## src/rtl/puck_pkg.sv

```systemverilog
// Shared definitions for the puck engine: state encoding, coordinate width
// and the saturating velocity adder.
package puck_pkg;

  localparam int COORD_W = 10;

  localparam logic [1:0] ST_SERVE = 2'd0;
  localparam logic [1:0] ST_PLAY  = 2'd1;
  localparam logic [1:0] ST_GOAL  = 2'd2;

  // Signed add clipped to [-lim, +lim]; wide enough for any velocity plus kick.
  function automatic logic signed [15:0] sat_add(input logic signed [15:0] a,
                                                 input logic signed [15:0] b,
                                                 input logic signed [15:0] lim);
    logic signed [15:0] s;
    s = a + b;
    if (s > lim)       return lim;
    else if (s < -lim) return -lim;
    return s;
  endfunction

endpackage

```

## src/rtl/puck_engine_if.sv

```systemverilog
// Game-side bus of the puck engine: tick strobe and paddle positions in,
// puck position, state and event pulses out.
interface puck_engine_if
  import puck_pkg::*;
#(
  parameter int N_PAD = 2
);
  logic                       clk_cursor;
  logic [N_PAD*COORD_W-1:0]   pad_x;
  logic [N_PAD*COORD_W-1:0]   pad_y;
  logic [COORD_W-1:0]         dot_x;
  logic [COORD_W-1:0]         dot_y;
  logic [1:0]                 state;
  logic                       hit;
  logic [1:0]                 hit_idx;
  logic                       goal_left;
  logic                       goal_right;

  modport master (
    output clk_cursor, pad_x, pad_y,
    input  dot_x, dot_y, state, hit, hit_idx, goal_left, goal_right
  );

  modport slave (
    input  clk_cursor, pad_x, pad_y,
    output dot_x, dot_y, state, hit, hit_idx, goal_left, goal_right
  );
endinterface

```

## src/rtl/puck_hit_det.sv

```systemverilog
// Single-paddle contact detector: signed offsets from paddle to puck and a
// squared-distance compare against the contact threshold.
module puck_hit_det
  import puck_pkg::*;
#(
  parameter int HIT_R2 = 700
)(
  input  logic [COORD_W-1:0]        dot_x,
  input  logic [COORD_W-1:0]        dot_y,
  input  logic [COORD_W-1:0]        pad_x,
  input  logic [COORD_W-1:0]        pad_y,
  output logic                      hit,
  output logic signed [COORD_W:0]   dx,
  output logic signed [COORD_W:0]   dy
);
  localparam int SQ_W = 2*COORD_W + 2;
  localparam int D2_W = 2*COORD_W + 3;

  logic signed [SQ_W-1:0] dx_e, dy_e, dx2, dy2;
  logic [D2_W-1:0]        d2;

  assign dx   = $signed({1'b0, dot_x}) - $signed({1'b0, pad_x});
  assign dy   = $signed({1'b0, dot_y}) - $signed({1'b0, pad_y});
  assign dx_e = {{(SQ_W-COORD_W-1){dx[COORD_W]}}, dx};
  assign dy_e = {{(SQ_W-COORD_W-1){dy[COORD_W]}}, dy};
  assign dx2  = dx_e * dx_e;
  assign dy2  = dy_e * dy_e;
  assign d2   = {1'b0, dx2} + {1'b0, dy2};
  assign hit  = (d2 <= D2_W'(HIT_R2));

endmodule

```

## src/rtl/puck_engine.sv

```systemverilog
// Puck engine: moves one puck per game tick with paddle kicks, saturating
// velocity, wall reflection, goal detection and serve/goal hold states.
// Optional macro PUCK_FRICTION_EN: every 16th PLAY tick each non-zero
// velocity component steps one toward zero (after the kick, before the move).
module puck_engine
  import puck_pkg::*;
#(
  parameter int N_PAD       = 2,
  parameter int VEL_W       = 5,
  parameter int VMAX        = 7,
  parameter int X_LO        = 234,
  parameter int X_HI        = 694,
  parameter int Y_LO        = 111,
  parameter int Y_HI        = 431,
  parameter int GOAL_YLO    = 246,
  parameter int GOAL_YHI    = 296,
  parameter int CEN_X       = 464,
  parameter int CEN_Y       = 271,
  parameter int HIT_R2      = 700,
  parameter int HIT_SHIFT   = 1,
  parameter int SERVE_VX    = 3,
  parameter int SERVE_VY    = 1,
  parameter int SERVE_TICKS = 4,
  parameter int GOAL_TICKS  = 8
)(
  input logic           clk,
  input logic           clr,
  puck_engine_if.slave  bus
);
  localparam int CNT_W = 8;
  localparam int PW    = COORD_W + 2;

  localparam logic signed [PW-1:0]    XLO_S = PW'(X_LO);
  localparam logic signed [PW-1:0]    XHI_S = PW'(X_HI);
  localparam logic signed [PW-1:0]    YLO_S = PW'(Y_LO);
  localparam logic signed [PW-1:0]    YHI_S = PW'(Y_HI);
  localparam logic [COORD_W-1:0]      XLO_C = COORD_W'(X_LO);
  localparam logic [COORD_W-1:0]      XHI_C = COORD_W'(X_HI);
  localparam logic [COORD_W-1:0]      YLO_C = COORD_W'(Y_LO);
  localparam logic [COORD_W-1:0]      YHI_C = COORD_W'(Y_HI);
  localparam logic [COORD_W-1:0]      GYLO  = COORD_W'(GOAL_YLO);
  localparam logic [COORD_W-1:0]      GYHI  = COORD_W'(GOAL_YHI);
  localparam logic [COORD_W-1:0]      CEN_XC = COORD_W'(CEN_X);
  localparam logic [COORD_W-1:0]      CEN_YC = COORD_W'(CEN_Y);
  localparam logic signed [VEL_W-1:0] SVX   = VEL_W'(SERVE_VX);
  localparam logic signed [VEL_W-1:0] SVY   = VEL_W'(SERVE_VY);
  localparam logic signed [15:0]      VLIM  = 16'(VMAX);

  logic                      prev_q;
  logic [COORD_W-1:0]        dot_x_q, dot_x_d, dot_y_q, dot_y_d;
  logic signed [VEL_W-1:0]   vx_q, vx_d, vy_q, vy_d;
  logic [1:0]                state_q, state_d;
  logic                      srv_dir_q, srv_dir_d;   // 1: next serve goes -x
  logic [CNT_W-1:0]          cnt_q, cnt_d;
  logic                      hit_q, hit_d, goal_l_q, goal_l_d, goal_r_q, goal_r_d;
  logic [1:0]                hit_idx_q, hit_idx_d;
  logic                      tick;

  assign tick = bus.clk_cursor & ~prev_q;

  logic [N_PAD-1:0]          pad_hit;
  logic signed [COORD_W:0]   pad_dx [N_PAD];
  logic signed [COORD_W:0]   pad_dy [N_PAD];

  for (genvar g = 0; g < N_PAD; g++) begin : g_pad
    puck_hit_det #(.HIT_R2(HIT_R2)) u_det (
      .dot_x (dot_x_q),
      .dot_y (dot_y_q),
      .pad_x (bus.pad_x[COORD_W*g +: COORD_W]),
      .pad_y (bus.pad_y[COORD_W*g +: COORD_W]),
      .hit   (pad_hit[g]),
      .dx    (pad_dx[g]),
      .dy    (pad_dy[g])
    );
  end

  logic                    kick_any;
  logic [1:0]              kick_idx;
  logic signed [COORD_W:0] kick_dx, kick_dy;

  // Priority select: scanning downward leaves the lowest contacting index.
  always_comb begin
    kick_any = 1'b0;
    kick_idx = 2'd0;
    kick_dx  = '0;
    kick_dy  = '0;
    for (int i = N_PAD-1; i >= 0; i--) begin
      if (pad_hit[i]) begin
        kick_any = 1'b1;
        kick_idx = 2'(i);
        kick_dx  = pad_dx[i];
        kick_dy  = pad_dy[i];
      end
    end
  end

  logic signed [VEL_W-1:0] vx_k, vy_k, vx_n, vy_n, vx_neg, vy_neg;
  logic signed [PW-1:0]    nx, ny;

  // Kicked velocity, clipped to +/-VMAX.
  always_comb begin
    vx_k = vx_q;
    vy_k = vy_q;
    if (kick_any) begin
      vx_k = VEL_W'(sat_add(16'(vx_q), 16'(kick_dx >>> HIT_SHIFT), VLIM));
      vy_k = VEL_W'(sat_add(16'(vy_q), 16'(kick_dy >>> HIT_SHIFT), VLIM));
    end
  end

`ifdef PUCK_FRICTION_EN
  logic [3:0] fric_q, fric_d;
  logic       fric_now;
  assign fric_now = (fric_q == 4'hF);

  // Friction step on the 16th PLAY tick of each group.
  always_comb begin
    vx_n = vx_k;
    vy_n = vy_k;
    if (fric_now) begin
      if (vx_k > 0)      vx_n = vx_k - VEL_W'(1);
      else if (vx_k < 0) vx_n = vx_k + VEL_W'(1);
      if (vy_k > 0)      vy_n = vy_k - VEL_W'(1);
      else if (vy_k < 0) vy_n = vy_k + VEL_W'(1);
    end
  end

  // Friction tick counter: held at zero while serving, counts PLAY ticks.
  always_comb begin
    fric_d = fric_q;
    if (state_q == ST_SERVE)                fric_d = '0;
    else if (state_q == ST_PLAY && tick)    fric_d = fric_q + 1'b1;
  end

  // Friction counter register.
  always_ff @(posedge clk or posedge clr) begin
    if (clr) fric_q <= '0;
    else     fric_q <= fric_d;
  end
`else
  assign vx_n = vx_k;
  assign vy_n = vy_k;
`endif

  assign vx_neg = -vx_n;
  assign vy_neg = -vy_n;
  assign nx     = $signed({2'b00, dot_x_q}) + PW'(vx_n);
  assign ny     = $signed({2'b00, dot_y_q}) + PW'(vy_n);

  logic in_mouth;
  assign in_mouth = (dot_y_q >= GYLO) && (dot_y_q <= GYHI);

  // Serve/play/goal state machine and per-tick motion update.
  always_comb begin
    dot_x_d   = dot_x_q;
    dot_y_d   = dot_y_q;
    vx_d      = vx_q;
    vy_d      = vy_q;
    state_d   = state_q;
    srv_dir_d = srv_dir_q;
    cnt_d     = cnt_q;
    hit_d     = 1'b0;
    hit_idx_d = hit_idx_q;
    goal_l_d  = 1'b0;
    goal_r_d  = 1'b0;
    case (state_q)
      ST_SERVE: begin
        dot_x_d = CEN_XC;
        dot_y_d = CEN_YC;
        vx_d    = '0;
        vy_d    = '0;
        if (tick) begin
          if (cnt_q == CNT_W'(SERVE_TICKS-1)) begin
            state_d = ST_PLAY;
            cnt_d   = '0;
            vx_d    = srv_dir_q ? -SVX : SVX;
            vy_d    = SVY;
          end else begin
            cnt_d = cnt_q + 1'b1;
          end
        end
      end
      ST_PLAY: begin
        if (tick) begin
          hit_d = kick_any;
          if (kick_any) hit_idx_d = kick_idx;
          vx_d    = vx_n;
          vy_d    = vy_n;
          dot_x_d = nx[COORD_W-1:0];
          dot_y_d = ny[COORD_W-1:0];
          if (nx < XLO_S && in_mouth) begin
            goal_l_d  = 1'b1;
            dot_x_d   = XLO_C;
            dot_y_d   = dot_y_q;
            vx_d      = '0;
            vy_d      = '0;
            state_d   = ST_GOAL;
            cnt_d     = '0;
            srv_dir_d = 1'b1;
          end else if (nx > XHI_S && in_mouth) begin
            goal_r_d  = 1'b1;
            dot_x_d   = XHI_C;
            dot_y_d   = dot_y_q;
            vx_d      = '0;
            vy_d      = '0;
            state_d   = ST_GOAL;
            cnt_d     = '0;
            srv_dir_d = 1'b0;
          end else begin
            if (nx < XLO_S) begin
              dot_x_d = XLO_C;
              vx_d    = vx_neg;
            end else if (nx > XHI_S) begin
              dot_x_d = XHI_C;
              vx_d    = vx_neg;
            end
            if (ny < YLO_S) begin
              dot_y_d = YLO_C;
              vy_d    = vy_neg;
            end else if (ny > YHI_S) begin
              dot_y_d = YHI_C;
              vy_d    = vy_neg;
            end
          end
        end
      end
      ST_GOAL: begin
        vx_d = '0;
        vy_d = '0;
        if (tick) begin
          if (cnt_q == CNT_W'(GOAL_TICKS-1)) begin
            state_d = ST_SERVE;
            cnt_d   = '0;
            dot_x_d = CEN_XC;
            dot_y_d = CEN_YC;
          end else begin
            cnt_d = cnt_q + 1'b1;
          end
        end
      end
      default: begin
        state_d = ST_SERVE;
        cnt_d   = '0;
      end
    endcase
  end

  // State registers with asynchronous clear to the serve position.
  always_ff @(posedge clk or posedge clr) begin
    if (clr) begin
      prev_q    <= 1'b0;
      dot_x_q   <= CEN_XC;
      dot_y_q   <= CEN_YC;
      vx_q      <= '0;
      vy_q      <= '0;
      state_q   <= ST_SERVE;
      srv_dir_q <= 1'b0;
      cnt_q     <= '0;
      hit_q     <= 1'b0;
      hit_idx_q <= 2'd0;
      goal_l_q  <= 1'b0;
      goal_r_q  <= 1'b0;
    end else begin
      prev_q    <= bus.clk_cursor;
      dot_x_q   <= dot_x_d;
      dot_y_q   <= dot_y_d;
      vx_q      <= vx_d;
      vy_q      <= vy_d;
      state_q   <= state_d;
      srv_dir_q <= srv_dir_d;
      cnt_q     <= cnt_d;
      hit_q     <= hit_d;
      hit_idx_q <= hit_idx_d;
      goal_l_q  <= goal_l_d;
      goal_r_q  <= goal_r_d;
    end
  end

  assign bus.dot_x      = dot_x_q;
  assign bus.dot_y      = dot_y_q;
  assign bus.state      = state_q;
  assign bus.hit        = hit_q;
  assign bus.hit_idx    = hit_idx_q;
  assign bus.goal_left  = goal_l_q;
  assign bus.goal_right = goal_r_q;

endmodule

```

## src/flat_wrapper.sv

```systemverilog
// flat-port wrapper written by rule: the top's interface ports become plain ports
module puck_engine_flat import puck_pkg::*;
#(
  parameter int N_PAD       = 2,
  parameter int VEL_W       = 5,
  parameter int VMAX        = 7,
  parameter int X_LO        = 234,
  parameter int X_HI        = 694,
  parameter int Y_LO        = 111,
  parameter int Y_HI        = 431,
  parameter int GOAL_YLO    = 246,
  parameter int GOAL_YHI    = 296,
  parameter int CEN_X       = 464,
  parameter int CEN_Y       = 271,
  parameter int HIT_R2      = 700,
  parameter int HIT_SHIFT   = 1,
  parameter int SERVE_VX    = 3,
  parameter int SERVE_VY    = 1,
  parameter int SERVE_TICKS = 4,
  parameter int GOAL_TICKS  = 8
)
  (clk, clr, bus_clk_cursor, bus_pad_x, bus_pad_y, bus_dot_x, bus_dot_y, bus_state, bus_hit, bus_hit_idx, bus_goal_left, bus_goal_right);
  puck_engine_if #(.N_PAD(N_PAD)) bus_i ();
  input logic clk;
  input logic clr;
  input wire logic [$bits(bus_i.clk_cursor)-1:0] bus_clk_cursor;
  input wire logic [$bits(bus_i.pad_x)-1:0] bus_pad_x;
  input wire logic [$bits(bus_i.pad_y)-1:0] bus_pad_y;
  output wire logic [$bits(bus_i.dot_x)-1:0] bus_dot_x;
  output wire logic [$bits(bus_i.dot_y)-1:0] bus_dot_y;
  output wire logic [$bits(bus_i.state)-1:0] bus_state;
  output wire logic [$bits(bus_i.hit)-1:0] bus_hit;
  output wire logic [$bits(bus_i.hit_idx)-1:0] bus_hit_idx;
  output wire logic [$bits(bus_i.goal_left)-1:0] bus_goal_left;
  output wire logic [$bits(bus_i.goal_right)-1:0] bus_goal_right;
  assign bus_i.clk_cursor = bus_clk_cursor;
  assign bus_i.pad_x = bus_pad_x;
  assign bus_i.pad_y = bus_pad_y;
  assign bus_dot_x = bus_i.dot_x;
  assign bus_dot_y = bus_i.dot_y;
  assign bus_state = bus_i.state;
  assign bus_hit = bus_i.hit;
  assign bus_hit_idx = bus_i.hit_idx;
  assign bus_goal_left = bus_i.goal_left;
  assign bus_goal_right = bus_i.goal_right;
  puck_engine #(.N_PAD(N_PAD), .VEL_W(VEL_W), .VMAX(VMAX), .X_LO(X_LO), .X_HI(X_HI), .Y_LO(Y_LO), .Y_HI(Y_HI), .GOAL_YLO(GOAL_YLO), .GOAL_YHI(GOAL_YHI), .CEN_X(CEN_X), .CEN_Y(CEN_Y), .HIT_R2(HIT_R2), .HIT_SHIFT(HIT_SHIFT), .SERVE_VX(SERVE_VX), .SERVE_VY(SERVE_VY), .SERVE_TICKS(SERVE_TICKS), .GOAL_TICKS(GOAL_TICKS)) u_core (.clk(clk), .clr(clr), .bus(bus_i));
endmodule
```

## config.mk

```make
export PLATFORM = sky130hd
export DESIGN_NAME = puck_engine_flat
export DESIGN_NICKNAME = d
export VERILOG_FILES = /design/src/rtl/puck_pkg.sv /design/src/rtl/puck_engine_if.sv /design/src/rtl/puck_hit_det.sv /design/src/rtl/puck_engine.sv /design/src/flat_wrapper.sv
export SDC_FILE = /design/constraint.sdc
export NUM_CORES = 1
export LEC_CHECK = 0
export CORE_MARGIN = 4
export CORE_UTILIZATION = 35
export CTS_CLUSTER_DIAMETER = 50
export DETAILED_ROUTE_END_ITERATION = 6
export GPL_TIMING_DRIVEN = 0
export PLACE_DENSITY = 0.55
export RECOVER_POWER = 50
export SLEW_MARGIN = 40
export SYNTH_ARGS = -nofsm -noshare
export SYNTH_HDL_FRONTEND = slang
export SYNTH_SLANG_ARGS = --single-unit
```

## constraint.sdc

```tcl
create_clock -name clk -period 17.31 [get_ports clk]
set_input_delay 5.193 -clock clk [delete_from_list [all_inputs] [get_ports clk]]
set_output_delay 5.193 -clock clk [all_outputs]
set_load 0.01 [all_outputs]
```

======== After elaboration in Yosys (flattened, before gate mapping) ========
Index checks and enable logic that the tools add are counted.
storage, ports and cells
  flip-flop bits (word level) ............. 47
  input bits .............................. 43
  output and inout port bits .............. 27
  logic and storage cells ................. 150
operators by class
  add/subtract/negate cells ............... 13
  multiply operators ...................... 4
  $lt $le $gt $ge ......................... 12
  eq/ne operators ......................... 12
  multiplexer cells ....................... 82
  bitwise logic cells ..................... 2
  reduce and logical (&&, ||, !) cells .... 13
operators by type and width
  operator              number
  $mux 10               14
  $mux 5                22
  $mul 11x11->22        4
  $pmux 10 s3           2
  $mux 8                7
  $add 22x22->23        2
  $le 23x10->1 const B  2
  $mux 11               4
  $sub 10x10->11        4
  $pmux 5 s3            2
  $add 11x5->12         2
  $pmux 8 s3            1
  $add 5x10->11         2
  $gt 11x4->1 const B   2
  $lt 11x4->1 const B   2
  $mux 1                21
  $mux 2                8
  $gt 12x10->1 const B  1
  $gt 12x11->1 const B  1
  $lt 12x8->1 const B   1
  $lt 12x9->1 const B   1
  $reduce_and 6->1      2
  $ge 10x8->1 const B   1
  $le 10x9->1 const B   1
  19 further kinds      29

======== Depth between registers and ports, before layout ========
  depth after elaboration ................. 21
  depth in mapped cells ................... 73
  gate-level depth less buffers ........... 72

======== Cells and area by module ========
From an unflattened synthesis, not the netlist that was laid out.
unflattened totals
  cell total of the unflattened synthesis .. 3202
  area total of the unflattened synthesis .. 26405.3 um^2
modules (own cells, without submodules)
  module                                 instances  cells each  area an instance (um^2)  seq. area each (um^2)
  puck_hit_det at u_core.g_pad[0].u_det  1          1340        10988.0                  0.0
  puck_hit_det at u_core.g_pad[1].u_det  1          1218        10214.8                  0.0
  puck_engine                            1          644         5202.5                   1162.4

======== Least setup slack after synthesis ========
Ideal clock, no wire load.
  path kind ............................... in2reg
  start point ............................. input bus_pad_x[1]
  end point ............................... register u_core.dot_y_q[2] (netlist: u_core.bus.dot_y[2])
  library setup time ...................... 0.080 ns
  arrival time ............................ 19.520 ns
  data required time ...................... 17.230 ns
  setup slack ............................. -2.290 ns
  cell stages on the path ................. 68
  buffers on the path ..................... 3
  cells stage by stage .................... inv_1 > ha_1 > nor2b_1 > o21ai_0 > nand2b_1 > a21o_1 > a21o_1 > a21o_1 > a21o_1 > a21o_1 > a21o_1 > xor2_1 > inv_1 > nor2_1 > fa_1 > inv_1 > fa_1 > fa_1 > [... 32 more ...] > o21bai_1 > o21ai_0 > mux2_2 > ha_1 > a21o_1 > a211o_1 > a2111oi_0 > o31ai_1 > a21o_1 > xnor2_1 > a311o_1 > nand2_1 > nor3_1 > mux2i_4 > buf_6 > a21oi_1 > nand2_1 > o22a_1
on the way
  cells in the longest elaborated chain, start to end .. 20
  elaborated cells on any way between the ends .. 42
  classes of those cells .................. add/sub: 6; mul: 1; order compare: 9; eq/ne: 2; mux: 21; reduce/logical: 3
RTL lines
  element               RTL line            source
  start, declared       flat_wrapper.sv:27  input wire logic [$bits(bus_i.pad_x)-1:0] bus_pad_x;
  $sub 10x10->11 *      puck_hit_det.sv:22  assign dx = $signed({1'b0, dot_x}) - $signed({1'b0, pad_x});
  $mul 11x11->22        puck_hit_det.sv:26  assign dx2 = dx_e * dx_e;
  $add 22x22->23        puck_hit_det.sv:28  assign d2 = {1'b0, dx2} + {1'b0, dy2};
  $le 23x10->1          puck_hit_det.sv:29  assign hit = (d2 <= D2_W'(HIT_R2));
  $mux 11               puck_engine.sv:88   if (pad_hit[i]) begin
  $add 5x10->11         puck_pkg.sv:16      s = a + b;
  $lt 11x4->1           puck_pkg.sv:18      else if (s < -lim) return -lim;
  $mux 1                puck_pkg.sv:18
  [... 4 more ...]      --
  $add 11x5->12         puck_engine.sv:147  assign ny = $signed({2'b00, dot_y_q}) + PW'(vy_n);
  $gt 12x10->1          puck_engine.sv:219  end else if (ny > YHI_S) begin
  $mux 10               puck_engine.sv:219
  $mux 10               puck_engine.sv:216  if (ny < YLO_S) begin
  $mux 10               puck_engine.sv:199  end else if (nx > XHI_S && in_mouth) begin
  $mux 10               puck_engine.sv:190  if (nx < XLO_S && in_mouth) begin
  $mux 10               puck_engine.sv:183  if (tick) begin
  $pmux 10 s3           puck_engine.sv:165  case (state_q)
  end signal, assigned  puck_engine.sv:265  dot_y_q <= dot_y_d;
  end, declared         puck_engine.sv:50   logic [COORD_W-1:0] dot_x_q, dot_x_d, dot_y_q, dot_y_d;
Every way passes the cells marked *; elsewhere a longest branch is shown, timed or not. The select of a mux whose other input is x is not followed.
A chain may end at the register's enable or synchronous reset.

======== Worst setup path after layout ========
  start point ............................. input bus_pad_y[0]
  end point ............................... register u_core.vx_q[1]
on the way
  cells in the longest elaborated chain, start to end .. 20
  elaborated cells on any way between the ends .. 27
  classes of those cells .................. add/sub: 5; mul: 1; order compare: 5; mux: 14; reduce/logical: 2
RTL lines
  element               RTL line                                source
  start, declared       flat_wrapper.sv:28                      input wire logic [$bits(bus_i.pad_y)-1:0] bus_pad_y;
  $sub 10x10->11 *      puck_hit_det.sv:23                      assign dy = $signed({1'b0, dot_y}) - $signed({1'b0, pad_y});
  $mul 11x11->22 *      puck_hit_det.sv:27                      assign dy2 = dy_e * dy_e;
  $add 22x22->23 *      puck_hit_det.sv:28
  $le 23x10->1 *        puck_hit_det.sv:29
  $mux 11               puck_engine.sv:88
  $add 5x10->11         puck_pkg.sv:16
  $lt 11x4->1           puck_pkg.sv:18
  $mux 1                puck_pkg.sv:18
  [... 4 more ...]      --
  $add 11x5->12         puck_engine.sv:146                      assign nx = $signed({2'b00, dot_x_q}) + PW'(vx_n);
  $gt 12x11->1          puck_engine.sv:199, puck_engine.sv:212
  $mux 5                puck_engine.sv:212                      end else if (nx > XHI_S) begin
  $mux 5                puck_engine.sv:209                      if (nx < XLO_S) begin
  $mux 5                puck_engine.sv:199
  $mux 5 *              puck_engine.sv:190
  $mux 5 *              puck_engine.sv:183
  $pmux 5 s3 *          puck_engine.sv:165
  end signal, assigned  puck_engine.sv:266                      vx_q <= vx_d;
  end, declared         puck_engine.sv:51                       logic signed [VEL_W-1:0] vx_q, vx_d, vy_q, vy_d;
Marks and branches as above.

==> metrics.cfg <==
[logic_synthesis]
synthArstFlopShare = 1.00
syn_avg_cell_area_um2 = 8.46
synth_top_area_frac = 0.343
synth_edf_count = 0
synthesis.area_mm2 = 0.0248
yosys-top-cells-area = fa_1 34%, ha_1 16%, inv_1 11%
yosys_warnings = 0
synth_commonest_cells = 729 x inv_1, 424 x fa_1, 311 x ha_1
synth_top_area_cell = fa_1
synth_cell_types = 84
synthFlopType = dfrtp_1
ys_ff_latch = 46
syn_nets = 3707
synth_most_common_cell = inv_1
synth_cells = 2929
yosysSeqAreaShare = 0.0469

[global_route]
grt-ovfl-total = 0
grt_antenna_before_repair = 0
grt_usage = 0.172
grt_max_degree = 37
grt_pass1_vias = 20900
grt_pass1_wl_um = 106000

[final_layout]
post-route-util = 0.447
layout.nets = 3994
final_area_mm2 = 0.0313
area_growth_pct = 26.4
insertedDiodeCount = 0
final_layout_size_suffix_gt1_frac = 0.211

[placement]
dp_slack_ns = -4.34
placed_cell_area_mm2 = 0.0275
post-dp-hpwl_um = 52200
io_buffers = 68
gp_congestion = 0.872

[timing]
finalHoldViolations = 0
slew_violations = 37
post-route-period-util = 1.10
slew_headroom = -0.547
rsz0062_at_grt = yes
finClkSkew_ns = 0.00525
worstMarginPinSlew_ns = 2.32
setup_viol = 42
min_period_ns = 19.04
setup_slack_ns = -1.73
max_clock_freq_ghz = 0.0525

[floorplan]
die_y_um = 274
placementRows = 97
start_util = 0.353
core_area_mm2 = 0.0701
die_area_mm2 = 0.0751
die_x_um = 274
io_pins = 70

[critical_path]
crit_path_frequent_cell = a21o_1
critPathMaxFanout = 8
path_class = in -> reg
r2r_slack_ns = 2.53
end_kind = register
worstPathRequired_ns = 17.50
crit_path_start_kind = input pin
max_stage_delay_ns = 0.55
crit_arrival_ns = 19.22
slowest_stage = fa_1

[job]
cap_violations = 1

[clock_tree]
cts_tree = yes
insertion_delay_ns = 0.32
numClockSinks = 46
cts_root_buffer = clkbuf_16
clkSlewWorstSetupHoldPaths_ns = 0.08
cts.path.max_buffers = 2
cts_buffers = 5
ctsHtreeMaxLevel = 2

[routing]
drtIter0Drc = 936
final_antenna_net_count = 0
wl_um = 63600
vias_per_cell = 4.80
drc = 0
drtPass1Iterations = 5
routedWlPerCell_um = 15.3
vias = 20000

[outcome]
failed_checks = capacitance limit, slew limit, setup timing
outcome = finished, violations left

[worst_hold_path]
hold_class = reg -> reg

cells by family (layout without fill, tap and decap cells):
| logic type | count (synthesis) | in the layout | synth area share |
|---|---|---|---|
| compound gates | 515 | 516 | 0.141 |
| xor+xnor | 187 | 187 | 0.0661 |
| fa+ha+maj | 736 | 736 | 0.500 |
| buf+inv | 771 | 1058 | 0.118 |
| flops | 46 | 46 | 0.0469 |
| mux | 24 | 24 | 0.0114 |
| other cells | 1 | 1 | 0.000151 |
| simple gates | 649 | 649 | 0.117 |
repair_timing:
item	4_1_cts	5_1_grt
gates cloned	1	0
setup endpoints to repair	42	42
hold buffers	0	0
resized for setup	325	139
pin swaps	180	96
buffers inserted	154	58
layout by cell type (no fill, tap or decap), types with 41 or more instances in the layout:
cell type and count:
ha_4 46, inv_1 685, nand2_1 192, a21oi_1 79
xnor2_1 105, nor2_1 201, clkdlybuf4s50_1 52, fa_1 404
ha_1 256, buf_4 190, a21o_1 87, a21oi_2 41
state kept, by name (all words and copies together) (netlist names):
name                   cells
u_core.bus.dot_x          10
u_core.bus.dot_y          10
u_core.bus.goal_left       1
u_core.bus.goal_right      1
u_core.bus.hit             1
u_core.bus.hit_idx         1
u_core.bus.state           2
u_core.cnt_q               8
u_core.prev_q              1
u_core.srv_dir_q           1
u_core.vx_q                5
u_core.vy_q                5
final cells by class:
cell class / instances / area, µm²
plain buffers: 30 / 258
clock buffers: 5 / 125
clock inverters: 3 / 28.8
fillers: 6982 / 38800
inverters: 741 / 2890
multi-input cells: 2113 / 23300
flip-flops and latches: 46 / 1160
well taps: 940 / 1180
repair buffers: 279 / 2410
per-stage QoR:
stage,setup TNS [ns],hold slack [ns],std cells
floorplan,-35.74,0.459,2929
global placement,-170.56,0.485,3937
detailed placement,-163.74,0.502,3938
CTS,-63.20,0.513,4100
global route,-88.92,0.534,4157
finish,-64.10,0.517,4157
per-layer routing:
layer | up-vias | track usage | part of all wire
met1 | 9782 | 0.259 | 0.50
li1 | 9825 | - | -
met5 | - | 0.0105 | 0.0017
met3 | 33 | 0.0231 | 0.041
met2 | 322 | 0.275 | 0.45
met4 | 2 | 0.0129 | 0.0068
worst max-delay path, delay by kind of cell:
family          cells  cell delay [ns]
compound gates     26             4.68
fa+ha+maj          12             4.31
mux                 3             0.95
simple gates       14             2.58
buf+inv             7             0.85
xor+xnor            3             0.58
final timing paths:
kind | depth (start not counted) | to | start
hold reg to reg | 1 | u_core.cnt_q[0] | u_core.cnt_q[0]
max in group asynchronous | 3 | u_core.bus.goal_left | clr
setup reg to reg | 65 | u_core.vx_q[1] | u_core.bus.dot_x[1]
min in group asynchronous | 2 | u_core.bus.dot_y[9] | clr
setup / recovery | 65 | u_core.vx_q[1] | bus_pad_y[0]
hold / removal | 1 | u_core.cnt_q[0] | u_core.cnt_q[0]
Power is left out: the tool's default activity adds up to more than one toggle a clock period on the data nets, which glitch-free logic cannot reach.
==> patch: new RTL, config.mk and constraints unchanged <==
Build with the macro `PUCK_FRICTION_EN` defined.
--- a/src/rtl/puck_engine.sv
+++ b/src/rtl/puck_engine.sv
@@ -2,6 +2,8 @@
 // velocity, wall reflection, goal detection and serve/goal hold states.
 // Optional macro PUCK_FRICTION_EN: every 16th PLAY tick each non-zero
 // velocity component steps one toward zero (after the kick, before the move).
+`define PUCK_FRICTION_EN
+
 module puck_engine
   import puck_pkg::*;
 #(
Formal check against the unedited RTL: no difference found for any inputs over 4 cycles, from zero or initial values; that may be too few to reach the edited logic, so the function may still have changed.
==> patch against the unedited design <==
- highest routed layer is now met4
- sequential cell count is 4 higher
- utilization is 0.83 points higher
- die area is 3.6% higher
- setup slack worse by 1.5 ns
- design area is 5.8% higher
- the run still ends with max-capacitance violations, max-slew violations, negative setup slack left
- synthesized cell count is 3.9% higher
- wire length is 9.3% higher
- synthesized area is 3.7% higher
Power is not shown: default switching activity piles up to over one toggle a cycle in this logic, so the estimate is an artifact.
==> patch: results (changes against the unedited design) <==
[outcome]
outcome=finished, violations left  ; unchanged
violations=max-capacitance violations, max-slew violations, negative setup slack  ; unchanged

[synth]
synth_ff_type=dfrtp_1  ; unchanged
syn-num-nets=3830  ; was 3707
avgSynthCellArea_um2=8.44  ; was 8.46 um^2
ys_seq_area_share_pct=4.91  ; was 4.69%
synthTopCellsByCount=inv_1 (753), fa_1 (424), ha_1 (320), nor2_1 (213), nand2_1 (203)  ; was inv_1 (729), fa_1 (424), ha_1 (311), nor2_1 (236), nand2_1 (216)
synth.area.top_cells=fa_1 (33%), ha_1 (16%), inv_1 (11%), xnor2_1 (4.7%), dfrtp_1 (4.0%)  ; was fa_1 (34%), ha_1 (16%), inv_1 (11%), xnor2_1 (4.6%), dfrtp_1 (3.7%)
yosysWarningCount=0  ; unchanged
yosysUniqueCellTypes=104  ; was 84

[route]
wl_met1_mm=34.0  ; was 31.8 mm
via_count=21300  ; was 20.0k
wl_met3_mm=3.59  ; was 2.62 mm
wire_per_inst_um=16.0  ; was 15.3 um
met2_length_mm=31.6  ; was 28.6 mm
routed_wl_mm=69.6  ; was 63.6 mm
top_layer=met4  ; was met5
first_iter_violations=1018  ; was 936

[place]
io_buffers=68  ; unchanged
dp_hpwl_mm=55.4  ; was 52.2 mm
pre_cts_ws_ns=-5.61  ; was -4.34 ns
gp_congestion=0.878  ; was 0.872
dp.cells=4071  ; was 3938

[clocking]
clock_latency_ns=0.31
post_cts_buffers=208  ; was 154
clockRootBuffer=clkbuf_16  ; unchanged
ctsResizeCount=375  ; was 325

[worst_setup_path]
crit_path_max_incr_delay_ns=0.58  ; was 0.55 ns
path_max_fanout=8  ; unchanged
critPathArrivalTime_ns=20.76  ; was 19.22 ns
critPathSlowestCell=fa_1  ; unchanged
critical_path.top_delay_family=compound AO/OA/AOI/OAI gates  ; unchanged

[cells_and_area]
fillCellCount=7147  ; was 6982
antenna_cells=0  ; unchanged
drive_gt1_share_pct=23.5  ; was 21.1%
final_nets=4175  ; was 3994

[global_routing]
antenna_found_initial=1  ; was 0
use_met2_pct=28.5  ; was 27.5%
met1_usage_pct=26.7  ; was 25.9%
grt_pass1_wl_mm=114  ; was 106 mm
grt_pass1_vias=22100  ; was 20.9k
grt_max_degree=36  ; was 37
grtUsageMet3_pct=2.47  ; was 2.31%
grt_usage_pct=17.8  ; was 17.2%

[timing]
final_max_slew_viol_count=36  ; was 37
finalSetupViolations=42  ; unchanged
skew_ns=0.00558  ; was 0.00525 ns
worst_slack_ns=-3.21  ; was -1.73 ns
worstMarginPinSlew_ns=2.01  ; was 2.32 ns

[hold_path]
holdCritPathClass=flop to flop  ; unchanged

[job]
cap_viol_max_count=1  ; unchanged

[patch: changes by cell type after synthesis, moves of 17 or more]
cell      delta
nand3_1     +31
a21oi_1     +21
inv_1       +24
nor2_1      -23
o211ai_1    +17
o31ai_1     -18
[patch: layout make-up]
cell class | count | share of cell area [%]
clock buffer | 5 | 0.378
sequential | 50 | 3.81
multi-input combinational | 2193 | 73.4
clock inverter | 3 | 0.143
timing repair buffer | 343 | 8.91
tap | 959 | 3.62
inverter | 764 | 8.97
buffer | 31 | 0.800
[patch: logic make-up (layout without fill, tap and decap cells)]
kind of cell               count (synthesis)  in the layout  synth area share, %
DFF                                       50             50                 4.91
AOI/OAI and AO/OA                        553            554                 14.6
xor gates and xnor gates                 200            200                 6.82
muxes                                     20             20                0.857
adders and majority gates                745            745                 48.7
and+or+nand+nor                          673            673                 12.3
buffers and inverters                    801           1146                 11.8
other                                      1              1               0.0146
[patch: path summary, 6_finish.rpt]
| path | from | end | slack (ns) | cells past startpoint |
|---|---|---|---|---|
| worst max-delay path | bus_pad_y[1] | u_core.bus.dot_y[3] | -3.21 | 73 |
| worst min-delay path | u_core.cnt_q[7] | u_core.cnt_q[7] | 0.51 | 1 |
| worst max register to register | u_core.bus.dot_y[1] | u_core.bus.dot_y[3] | 1.05 | 71 |
| worst min register to register | u_core.cnt_q[7] | u_core.cnt_q[7] | 0.51 | 1 |
| max in group asynchronous | clr | u_core.bus.goal_left | 9.45 | 3 |
| min in group asynchronous | clr | u_core.vy_q[0] | 5.54 | 2 |
[patch: through the flow]
step	hold WS (ns)	TNS [ns]	instance area (um^2)
floorplan	0.453	-94.63	26300
global placement	0.487	-233.24	28100
detailed placement	0.478	-223.17	28300
CTS	0.512	-113.98	31900
global route	0.546	-149.18	33100
finish	0.513	-122.70	33100
